File: src/rtl/iob2axi_burst_split_if.sv
// iob2axi_burst_split_if: host request/status and burst-engine handshake for the burst splitter
interface iob2axi_burst_split_if #(
  parameter int AXI_ADDR_W  = 32,
  parameter int AXI_LEN_W   = 8,
  parameter int TOTAL_LEN_W = 16
) ();
  logic                   start;
  logic                   direction;
  logic [AXI_ADDR_W-1:0]  addr;
  logic [TOTAL_LEN_W-1:0] length;
  logic                   busy;
  logic                   done;
  logic                   error;
  logic                   b_run;
  logic                   b_direction;
  logic [AXI_ADDR_W-1:0]  b_addr;
  logic [AXI_LEN_W-1:0]   b_len;
  logic                   b_ready;
  logic                   b_error;
  modport slave (
    input  start, direction, addr, length, b_ready, b_error,
    output busy, done, error, b_run, b_direction, b_addr, b_len
  );
  modport master (
    output start, direction, addr, length, b_ready, b_error,
    input  busy, done, error, b_run, b_direction, b_addr, b_len
  );
endinterface

File: src/rtl/iob2axi_burst_split.sv
// iob2axi_burst_split: splits a beat-counted transfer into AXI bursts that never cross 4 KB
module iob2axi_burst_split #(
  parameter int AXI_ADDR_W  = 32,
  parameter int AXI_DATA_W  = 32,
  parameter int AXI_LEN_W   = 8,
  parameter int TOTAL_LEN_W = 16
) (
  input logic clk,
  input logic rst,
  iob2axi_burst_split_if.slave bus
);
  localparam int BYTES = AXI_DATA_W / 8;
  localparam int OFF_W = $clog2(BYTES);
  localparam int BLW   = AXI_LEN_W + 1;
  typedef enum logic [2:0] {IDLE, CALC, ISSUE, WAIT, DONE} state_t;
  state_t                 state, state_n;
  logic [AXI_ADDR_W-1:0]  cur_addr, issue_addr;
  logic [TOTAL_LEN_W-1:0] remaining;
  logic [AXI_LEN_W-1:0]   issue_len;
  logic [BLW-1:0]         burst;
  logic                   wait_first, error, issue_dir;
  logic                   bad_start, complete, last;
  logic [12:0]            beats_4k;
  logic [31:0]            burst_c;
  assign bad_start = bus.length == '0 || bus.addr[OFF_W-1:0] != '0;
  assign beats_4k  = (13'd4096 - {1'b0, cur_addr[11:0]}) >> OFF_W;
  // the engine may still show b_ready in the first WAIT cycle, so completion waits one cycle
  assign complete  = state == WAIT && !wait_first && bus.b_ready;
  assign last      = 32'(remaining) == 32'(burst);
  always_comb begin
    burst_c = 32'(remaining);
    burst_c = burst_c > (32'd1 << AXI_LEN_W) ? (32'd1 << AXI_LEN_W) : burst_c;
    burst_c = burst_c > 32'(beats_4k) ? 32'(beats_4k) : burst_c;
  end
  always_comb begin
    state_n = state;
    case (state)
      IDLE:    state_n = bus.start ? (bad_start ? DONE : CALC) : IDLE;
      CALC:    state_n = ISSUE;
      ISSUE:   state_n = bus.b_ready ? WAIT : ISSUE;
      WAIT:    state_n = complete ? (bus.b_error || last ? DONE : CALC) : WAIT;
      DONE:    state_n = IDLE;
      default: state_n = IDLE;
    endcase
  end
  always_ff @(posedge clk or posedge rst) begin
    if (rst) begin
      state      <= IDLE;
      cur_addr   <= '0;
      remaining  <= '0;
      burst      <= '0;
      wait_first <= 1'b0;
      error      <= 1'b0;
      issue_addr <= '0;
      issue_len  <= '0;
      issue_dir  <= 1'b0;
    end else begin
      state      <= state_n;
      wait_first <= state == ISSUE;
      if (state == IDLE && bus.start) begin
        if (bad_start) begin
          error <= 1'b1;
        end else begin
          cur_addr  <= bus.addr;
          remaining <= bus.length;
          issue_dir <= bus.direction;
          error     <= 1'b0;
        end
      end
      if (state == CALC) begin
        burst      <= BLW'(burst_c);
        issue_addr <= cur_addr;
        issue_len  <= AXI_LEN_W'(burst_c - 32'd1);
      end
      if (complete) begin
        if (bus.b_error) begin
          error <= 1'b1;
        end else begin
          cur_addr  <= cur_addr + AXI_ADDR_W'(32'(burst) * BYTES);
          remaining <= remaining - TOTAL_LEN_W'(burst);
        end
      end
    end
  end
  assign bus.busy        = state != IDLE;
  assign bus.done        = state == DONE;
  assign bus.error       = error;
  assign bus.b_run       = state == ISSUE && bus.b_ready;
  assign bus.b_direction = issue_dir;
  assign bus.b_addr      = issue_addr;
  assign bus.b_len       = issue_len;
endmodule

File: src/flat_wrapper.sv
// flat-port wrapper written by rule: the top's interface ports become plain ports
module iob2axi_burst_split_flat 
#(
  parameter int AXI_ADDR_W  = 32,
  parameter int AXI_DATA_W  = 32,
  parameter int AXI_LEN_W   = 8,
  parameter int TOTAL_LEN_W = 16
)
  (clk, rst, bus_start, bus_direction, bus_addr, bus_length, bus_b_ready, bus_b_error, bus_busy, bus_done, bus_error, bus_b_run, bus_b_direction, bus_b_addr, bus_b_len);
  iob2axi_burst_split_if #(.AXI_ADDR_W(AXI_ADDR_W), .AXI_LEN_W(AXI_LEN_W), .TOTAL_LEN_W(TOTAL_LEN_W)) bus_i ();
  input logic clk;
  input logic rst;
  input wire logic [$bits(bus_i.start)-1:0] bus_start;
  input wire logic [$bits(bus_i.direction)-1:0] bus_direction;
  input wire logic [$bits(bus_i.addr)-1:0] bus_addr;
  input wire logic [$bits(bus_i.length)-1:0] bus_length;
  input wire logic [$bits(bus_i.b_ready)-1:0] bus_b_ready;
  input wire logic [$bits(bus_i.b_error)-1:0] bus_b_error;
  output wire logic [$bits(bus_i.busy)-1:0] bus_busy;
  output wire logic [$bits(bus_i.done)-1:0] bus_done;
  output wire logic [$bits(bus_i.error)-1:0] bus_error;
  output wire logic [$bits(bus_i.b_run)-1:0] bus_b_run;
  output wire logic [$bits(bus_i.b_direction)-1:0] bus_b_direction;
  output wire logic [$bits(bus_i.b_addr)-1:0] bus_b_addr;
  output wire logic [$bits(bus_i.b_len)-1:0] bus_b_len;
  assign bus_i.start = bus_start;
  assign bus_i.direction = bus_direction;
  assign bus_i.addr = bus_addr;
  assign bus_i.length = bus_length;
  assign bus_i.b_ready = bus_b_ready;
  assign bus_i.b_error = bus_b_error;
  assign bus_busy = bus_i.busy;
  assign bus_done = bus_i.done;
  assign bus_error = bus_i.error;
  assign bus_b_run = bus_i.b_run;
  assign bus_b_direction = bus_i.b_direction;
  assign bus_b_addr = bus_i.b_addr;
  assign bus_b_len = bus_i.b_len;
  iob2axi_burst_split #(.AXI_ADDR_W(AXI_ADDR_W), .AXI_DATA_W(AXI_DATA_W), .AXI_LEN_W(AXI_LEN_W), .TOTAL_LEN_W(TOTAL_LEN_W)) u_core (.clk(clk), .rst(rst), .bus(bus_i));
endmodule
File: config.mk
export PLATFORM = sky130hd
export DESIGN_NAME = iob2axi_burst_split_flat
export DESIGN_NICKNAME = d
export VERILOG_FILES = /design/src/rtl/iob2axi_burst_split_if.sv /design/src/rtl/iob2axi_burst_split.sv /design/src/flat_wrapper.sv
export SDC_FILE = /design/constraint.sdc
export NUM_CORES = 1
export LEC_CHECK = 0
export CAP_MARGIN = 40
export CORE_ASPECT_RATIO = 1.2
export CORE_MARGIN = 1.5
export CORE_UTILIZATION = 43
export CTS_CLUSTER_SIZE = 40
export DETAILED_ROUTE_END_ITERATION = 10
export PLACE_DENSITY_LB_ADDON = 0.12
export SLEW_MARGIN = 20
export SYNTH_ARGS = -nofsm -noshare
export SYNTH_HDL_FRONTEND = slang
export SYNTH_SLANG_ARGS = --single-unit
File: constraint.sdc
create_clock -name clk -period 4.8 [get_ports clk]
set_clock_uncertainty 0.2 [all_clocks]
set_input_delay 1.44 -clock clk [delete_from_list [all_inputs] [get_ports clk]]
set_output_delay 1.44 -clock clk [all_outputs]
set_load 0.03 [all_outputs]
==> metrics <==
critical path, cell by cell=or4_1, or3_4, nor3_4, inv_1, nor2_1, ha_1, nor2b_1, o211ai_1, a211oi_1, o31ai_2, mux2i_1, ha_1, nand3_1, mux2_2, xnor2_1, o21ai_1; Storage cell area=approximately 0.0026 mm2; met1 wire length=around 8000 um; Critical Path Slowest Stage Cell=or4_1; Longest Clk Path Bufs=2; Syn Std Cell Area=0.00628 mm2; hold path start=u_core.bus.b_addr[7]; status=finished, final reports clean; NumNets Final=924; IO buf count=98; Arr. time, crit path=4.51 ns; setup bufs post-CTS=0; CP required=about 4.8 ns; worst r2r src=u_core.remaining[12]; Hold Fails Final Rpt=0; Detailed Routing Iterations Pass 1=4; CP startpoint=u_core.remaining[12]; CP max stage delay=0.55 ns; post-layout min period=between 4 and 5 ns; unrepaired setup endpoints after global routing=no; I/O pins=99; Hold Crit Class=reg -> reg; Detailed Route WL=~18,000 um; vias in the first global route=5,787; CP max FO=6; cells after synthesis=about 750; die span in x=113 um; # setup viols final=0; final instance area=0.00782 mm2; cts hold-fix bufs=0; Starting DRT DRC Count=296; Inserted Diodes=0; first-pass GRT wire length=29,800 um; CP endpoint kind=register; pwr dens=~690 mW/mm2; nature of the critical path startpoint=register; number of flops mapped to enable cells by yosys=0; synth unique cells=between 60 and 70; Post-synth ARST share=100%; largest net degree at the start of global routing=between 50 and 60; Post-CTS Resized=0; Routed WL per cell=18.1 um; footprint of the multi-input gates=around 0.0035 mm2; Crit Path Category=reg -> reg; Layout area overhead=24.6%; Chip Height=around 140 um; Clock transition at path regs=0.07 ns; Pleak=approximately 3.5 nW; Synth warnings=0; die footprint=0.0153 mm2; Max-Cap Viols=0; initial antenna violation count=0; H-Tree Depth=3; Max Used Layer=met4; share of layout cells above drive strength 1=under 10%; clk_lat worst skew=0.37 ns; Tcrit/Tclk final=93.0%; DRC viols=0; Row Count=48; total clock sinks=~100; clock root cell=clkbuf_16; number of synthesized register bits=103; grt ovf=0; ys flop type=dfrtp_1; CTS tree=built; Rel. slew slack=43.9%; Via-to-Cell Ratio=around 5.7; routed wl met3=829 um; area of the core=0.0144 mm2; hold slack=0.275 ns; DR WL met2=9150 um; cts bufs inserted=9; top cell family by delay on the critical path=simple AND/OR/NAND/NOR gates; HPWL Detailed=13,500 um; register area share after synthesis=41.1%; WP buf/inv=1; cell mode on critical path=ha_1; peak supply drop=0.296 mV; Max Slew Vio Count=0; Placement Cell Area=0.00746 mm2; worst slew pin tran=0.841 ns; FILL cells=between 1,000 and 1,500; Final ANT Viol Nets=0; gpl congestion=a little over 0.9; total number of vias=just under 6,000; aggregate global-route resource usage=24.8%; Setup TNS=0 ns; Initial Util=43.7%; FMAX=224 MHz; syn_area_per_cell=~8.4 um2
-- routing by layer --
layer / global-route usage, % / up-vias
met5: 0 / -
met4: 11.0 / 0
met2: 42.7 / 153
met3: 3.49 / 29
met1: 31.2 / 2794
li1: - / 2820
-- final cells by class --
| type | instances | share of cell area (%) |
|---|---|---|
| repair buffers | 114 | 14.4 |
| flip-flops and latches | 103 | 33.0 |
| multi-input cells | 578 | 44.2 |
| clock buffers | 9 | 2.88 |
| clock inverters | 7 | 1.23 |
| inverters | 32 | 1.57 |
| well taps | 175 | 2.80 |
-- cell usage in the layout (no fill, tap or decap), drive strengths merged, types with 11 or more instances in the layout --
| cell | synthesis | layout |
|---|---|---|
| o21ai | 39 | 39 |
| inv | 32 | 33 |
| xnor2 | 12 | 12 |
| nand2 | 169 | 169 |
| or3 | 11 | 11 |
| nor3 | 23 | 23 |
| xor2 | 11 | 11 |
| clkdlybuf4s50 | 0 | 98 |
| dfrtp | 103 | 103 |
| and3 | 13 | 13 |
| nand3 | 25 | 25 |
| a21oi | 35 | 35 |
| ha | 30 | 30 |
| buf | 5 | 16 |
| nor4 | 13 | 13 |
| nor2 | 52 | 52 |
-- registers in the layout (all words and copies together), names as in the netlist --
name and cells:
u_core.wait_first 1, u_core.bus.b_direction 1, u_core.bus.error 1, u_core.bus.b_len 8, u_core.remaining 16, u_core.burst 9
u_core.bus.b_addr 32, u_core.cur_addr 32, u_core.state 3
-- worst min-delay path, delay by kind of cell (launching register included) --
kind | cells | cell delay, ns
and+or+nand+nor | 2 | 0.10
DFF | 1 | 0.34
-- report_power, final --
| part | total, mW | internal, mW | switching [mW] |
|---|---|---|---|
| registers | 1.70 | 1.26 | 0.433 |
| clock network | 0.818 | 0.459 | 0.359 |
| logic | 2.92 | 1.21 | 1.71 |
-- worst paths after layout --
check | endpoint | slack [ns] | cells past startpoint
hold reg to reg | u_core.bus.b_addr[7] | 0.28 | 2
min in group asynchronous | u_core.wait_first | 1.08 | 2
setup / recovery | u_core.bus.b_len[6] | 0.33 | 16
max in group asynchronous | u_core.cur_addr[19] | 2.42 | 4
setup reg to reg | u_core.bus.b_len[6] | 0.33 | 16
hold / removal | u_core.bus.b_addr[7] | 0.28 | 2
-- kinds of logic (layout without fill, tap and decap cells) --
kind of cell	after synthesis	after routing	synth area share, %
adder cells (fa/ha/maj)	32	32	6.62
multiplexers	15	15	2.57
AND/OR/NAND/NOR	343	343	24.9
XOR/XNOR	23	23	3.21
buffers and inverters	66	162	4.09
other	1	2	0.0598
AO/OA/AOI/OAI	163	163	17.4
flip-flops	103	103	41.1
-- synth_stat cells, types with 6 or more instances --
cell type / number / area share [%]
a31oi_1: 9 / 0.90
nand3_1: 25 / 2.0
dfrtp_1: 103 / 41
or3_1: 10 / 1.0
nor3_1: 22 / 1.8
nand2_1: 168 / 10
ha_1: 30 / 6.0
nand4_1: 10 / 1.0
xnor2_1: 12 / 1.7
o211ai_1: 9 / 1.1
nand2b_1: 6 / 0.60
o21a_1: 6 / 0.72
xor2_1: 11 / 1.5
mux2i_1: 9 / 1.4
a21oi_1: 35 / 2.8
a211oi_1: 9 / 1.1
nor2_1: 52 / 3.1
a211o_1: 6 / 0.84
nor4_1: 13 / 1.3
and3_1: 13 / 1.3
clkbuf_1: 29 / 1.7
o21ai_0: 36 / 2.9
inv_1: 32 / 1.9
a21o_1: 7 / 0.84
-- through the flow --
step | utilization [%] | setup WS, ns | total power, mW | std cells
3_3_place_gp | 52.0 | 0.440 | 4.53 | 1000
5_1_grt | 54.5 | 0.127 | 5.83 | 1018
4_1_cts | 54.2 | 0.357 | 5.44 | 1016
3_5_place_dp | 52.0 | 0.377 | 4.61 | 1000
2_1_floorplan | - | 0.263 | 3.64 | 747
6_report | 54.5 | 0.334 | 5.43 | 1018
Power figures use the tool's default switching activity.
